<file path="config.mk">
export PLATFORM = sky130hd
export DESIGN_NAME = sram_dp_param
export DESIGN_NICKNAME = d
export VERILOG_FILES = /design/src/rtl/sram_dp_param.sv
export SDC_FILE = /design/constraint.sdc
export NUM_CORES = 1
export LEC_CHECK = 0
export CAP_MARGIN = 25
export CORE_MARGIN = 2
export CORE_UTILIZATION = 56
export DETAILED_ROUTE_END_ITERATION = 6
export DONT_BUFFER_PORTS = 1
export HOLD_SLACK_MARGIN = 0.03
export PLACE_DENSITY = 0.74
export SETUP_SLACK_MARGIN = 0.02
export SLEW_MARGIN = 20
export SYNTH_ARGS = -nofsm -noshare
export SYNTH_HDL_FRONTEND = slang
export SYNTH_SLANG_ARGS = --single-unit
</file>
<file path="constraint.sdc">
create_clock -name clk -period 2.1 [get_ports clk]
set_clock_uncertainty 0.2 [all_clocks]
set_input_delay 0.42 -clock clk [delete_from_list [all_inputs] [get_ports clk]]
set_output_delay 0.42 -clock clk [all_outputs]
set_load 0.01 [all_outputs]
</file>
<file path="src/rtl/sram_dp_param.sv">
// Parametrised simple-dual-port synchronous SRAM with post-reset clear sequencer.
// Optional macro SRAM_BYPASS_EN selects write-first behaviour on same-address read/write.
module sram_dp_param #(
    parameter int                DATA_W   = 8,
    parameter int                ADDR_W   = 4,
    parameter logic [DATA_W-1:0] INIT_VAL = '0
) (
    input  logic              clk,
    input  logic              rst,
    input  logic              read,
    input  logic              write,
    input  logic [DATA_W-1:0] wr_data,
    input  logic [ADDR_W-1:0] write_addr,
    input  logic [ADDR_W-1:0] read_addr,
    output logic [DATA_W-1:0] rd_data,
    output logic              wr_done,
    output logic              rd_done,
    output logic              busy
);

    localparam int DEPTH = 2**ADDR_W;

    typedef enum logic {CLEAR, RUN} state_t;

    state_t              state, state_next;
    logic [ADDR_W-1:0]   cnt;
    logic [DATA_W-1:0]   mem [DEPTH];
    logic                rd_acc, wr_acc;
    logic [DATA_W-1:0]   rd_word;

    logic [DATA_W-1:0]   rd_data_p1;
    logic                rd_vld_p1;
    logic                wr_vld_p1;
    logic                busy_p1;

    always_comb begin
        state_next = state;
        rd_acc     = 1'b0;
        wr_acc     = 1'b0;
        case (state)
            CLEAR: begin
                if (cnt == '1) state_next = RUN;
            end
            RUN: begin
                rd_acc = read;
                wr_acc = write;
            end
            default: state_next = CLEAR;
        endcase
    end

`ifdef SRAM_BYPASS_EN
    assign rd_word = (write && (write_addr == read_addr)) ? wr_data : mem[read_addr];
`else
    assign rd_word = mem[read_addr];
`endif

    // Stage p1: state, clear counter, registered read data and done flags
    always_ff @(posedge clk) begin
        if (rst) begin
            state      <= CLEAR;
            cnt        <= '0;
            busy_p1    <= 1'b1;
            rd_vld_p1  <= 1'b0;
            wr_vld_p1  <= 1'b0;
            rd_data_p1 <= '0;
        end else begin
            state     <= state_next;
            if (state == CLEAR) cnt <= cnt + ADDR_W'(1);
            busy_p1   <= (state_next == CLEAR);
            rd_vld_p1 <= rd_acc;
            wr_vld_p1 <= wr_acc;
            if (rd_acc) rd_data_p1 <= rd_word;
        end
    end

    // Storage array: clear sequencer owns the write port until RUN
    always_ff @(posedge clk) begin
        if (!rst) begin
            if (state == CLEAR) mem[cnt] <= INIT_VAL;
            else if (wr_acc)    mem[write_addr] <= wr_data;
        end
    end

    assign rd_data = rd_data_p1;
    assign rd_done = rd_vld_p1;
    assign wr_done = wr_vld_p1;
    assign busy    = busy_p1;

endmodule

</file>
==> results.sh <==
export IMPL_ir_worst_vdd_mv=0.489
export IMPL_synth_edf_count=128
export IMPL_die_w_um=105
export IMPL_grt_start_max_net_pins=35
export IMPL_start_kind="flip-flop"
export IMPL_yosys_area_top_type_share=0.677
export IMPL_drc_errors=0
export IMPL_synth_seq_cells=144
export IMPL_hp_class="in -> reg"
export IMPL_clockBufferDepth=2
export IMPL_antenna_cells=0
export IMPL_cp_max_fo=9
export IMPL_postSynth_asyncResetShare=0
export IMPL_grt_overflow=0
export IMPL_hpwlAfterDp_um=6710
export IMPL_fin_ws_ns=0.0909
export IMPL_clk_pin_slew_ns=0.06
export IMPL_arrival_ns=2.03
export IMPL_design_area_um2=6690
export IMPL_hold_slack_ns=0.0596
export IMPL_antenna_found_initial=0
export IMPL_maxCapViolCount=0
export IMPL_rsz0062_at_grt="no"
export IMPL_synth_area_um2=5680
export IMPL_p_leak_nw=2.46
export IMPL_design_core_area_um2=9820
export IMPL_grt_pass1_wl_um=17000
export IMPL_drt_iter0_markers=204
export IMPL_vias=2814
export IMPL_synthTopCellsByCount="128 x edfxtp_1, 22 x mux4_2, 22 x nor2_1"
export IMPL_syn_area_per_cell_um2=19.1
export IMPL_syn_nets=318
export IMPL_post_route_period_util=0.957
export IMPL_slew_limit_headroom=0.356
export IMPL_cts_root_buf="clkbuf_8"
export IMPL_grt_usage=0.216
export IMPL_yosys_top_cells_area="edfxtp_1 68%, mux4_2 8.7%, dfxtp_1 5.6%"
export IMPL_end_kind="flip-flop"
export IMPL_area_growth_pct=17.7
export IMPL_synth_ff_type="edfxtp_1"
export IMPL_start_util=0.579
export IMPL_pre_cts_slack_ns=0.0131
export IMPL_totalWireLength_um=10900
export IMPL_critPathKind="reg -> reg"
export IMPL_htreeDepth=4
export IMPL_ios=31
export IMPL_cts_setup_buffers=0
export IMPL_grt_pass1_vias=3035
export IMPL_portBuffers=0
export IMPL_synth_most_common_cell="edfxtp_1"
export IMPL_wl_per_cell_um=22.8
export IMPL_globalplace_congestion=0.826
export IMPL_utilization=0.681
export IMPL_synth_top_cell_by_area="edfxtp_1"
export IMPL_setup_tns_ns=0
export IMPL_synthCells=297
export IMPL_cts_buffers=17
export IMPL_yosysWarningCount=0
export IMPL_nNetsFinal=355
export IMPL_viasPerCell=5.86
export IMPL_power_per_cell_area_nw_per_um2=926
export IMPL_final_layout_size_suffix_gt1_frac=0.300
export IMPL_die_y_um=105
export IMPL_yosysSeqAreaShare=0.733
export IMPL_cts_tree="done"
export IMPL_cp_data_required_time_ns=2.12
export IMPL_setup_violations=0
export IMPL_clock_sinks=144
export IMPL_rows=36
export IMPL_dr_pass1_iters=4
export IMPL_synth_cell_types=36
export IMPL_hold_viol=0
export IMPL_worst_pin_slew_ns=0.965
export IMPL_clk_latency_ns=0.52
export IMPL_outcome="finished, final reports clean"
export IMPL_final_antenna_net_count=0
export IMPL_clock_fmax_mhz=498
export IMPL_postPlaceCellArea_um2=6020
export IMPL_die_area_um2=11000
export IMPL_period_minus_slack_ns=2.01
export IMPL_drv_slew=0
-- kinds of logic after synthesis --
family / after synthesis / share of synthesized area
AO/OA/AOI/OAI: 24 / 0.0264
buffers and inverters: 18 / 0.0192
XOR/XNOR: 3 / 0.00463
multiplexers: 52 / 0.165
adder cells (fa/ha/maj): 1 / 0.00220
flip-flops: 144 / 0.733
AND/OR/NAND/NOR: 55 / 0.0498
-- cells in the final DEF, fill, tap and decap left out, types with 2 or more instances in the layout --
cell type      instances
nand3b_1               2
nor2_2                 8
mux4_2                22
buf_4                 23
a31oi_2                4
o21ai_1                6
clkbuf_1               4
nand3_1                2
inv_1                  3
and3b_1                2
bufinv_16              3
nand2_1                8
dfxtp_1               15
clkinv_2               4
buf_12                 4
clkbuf_16             16
dlygate4sd3_1          5
clkinvlp_4             3
or2_2                  2
xor2_1                 2
nor2_1                14
a22oi_1                7
edfxtp_1             128
a21oi_1                3
mux2i_1               13
mux4_1                 8
and2_2                 2
and2_1                 8
mux2_2                 9
-- per-stage QoR --
step                      cells  power [mW]
after floorplan             297        3.35
final                       480        6.19
after global placement      442        3.36
after global routing        480        6.36
after detailed placement    442        3.36
after CTS                   480        6.23
-- state kept, by name, summed over array words and instances (netlist names) --
name and flops:
rd_data 8, busy 1, mem 128, state 1
cnt 4, wr_done 1, rd_done 1
-- area by class of cell --
class / count / area (um^2)
Timing Repair Buffer: 33 / 315
Multi-Input combinational cell: 135 / 1460
Tap cell: 133 / 166
Sequential cell: 144 / 4170
Inverter: 3 / 11.3
Clock inverter: 11 / 141
Clock buffer: 21 / 429
Fill cell: 673 / 3130
-- timing repair --
action / CTS / global route
gates resized for setup: 2 / 8
endpoints found under the hold margin: 15 / 0
hold buffers: 6 / 0
setup endpoints to repair: 39 / 175
-- path summary, 6_finish.rpt --
kind,start,endpoint,slack [ns],cells past startpoint
worst max-delay path,state,mem[12][5],0.09,6
worst max register to register,state,mem[12][5],0.09,6
worst min register to register,rd_data[0],rd_data[0],0.36,2
worst min-delay path,read_addr[3],rd_data[7],0.06,3
-- worst max-delay path, stage by stage (launching register included) --
cell and delay [ns]:
dfxtp_2 0.35, and3b_1 0.23, buf_4 0.19, nor3_1 0.23, a31oi_2 0.10, nor2_1 0.18
buf_4 0.21
-- routing by layer --
layer  global-route usage  routed length (um)
met1                0.280                4590
met2                0.353                5680
met3               0.0667                 550
met4               0.0686                 133
met5                    0                   0
-- power breakdown --
group / switching, mW / internal, mW
registers: 0.0162 / 3.11
logic: 0.0881 / 0.115
clock network: 1.06 / 1.80
Note: power is estimated with default switching activity, not from simulation.
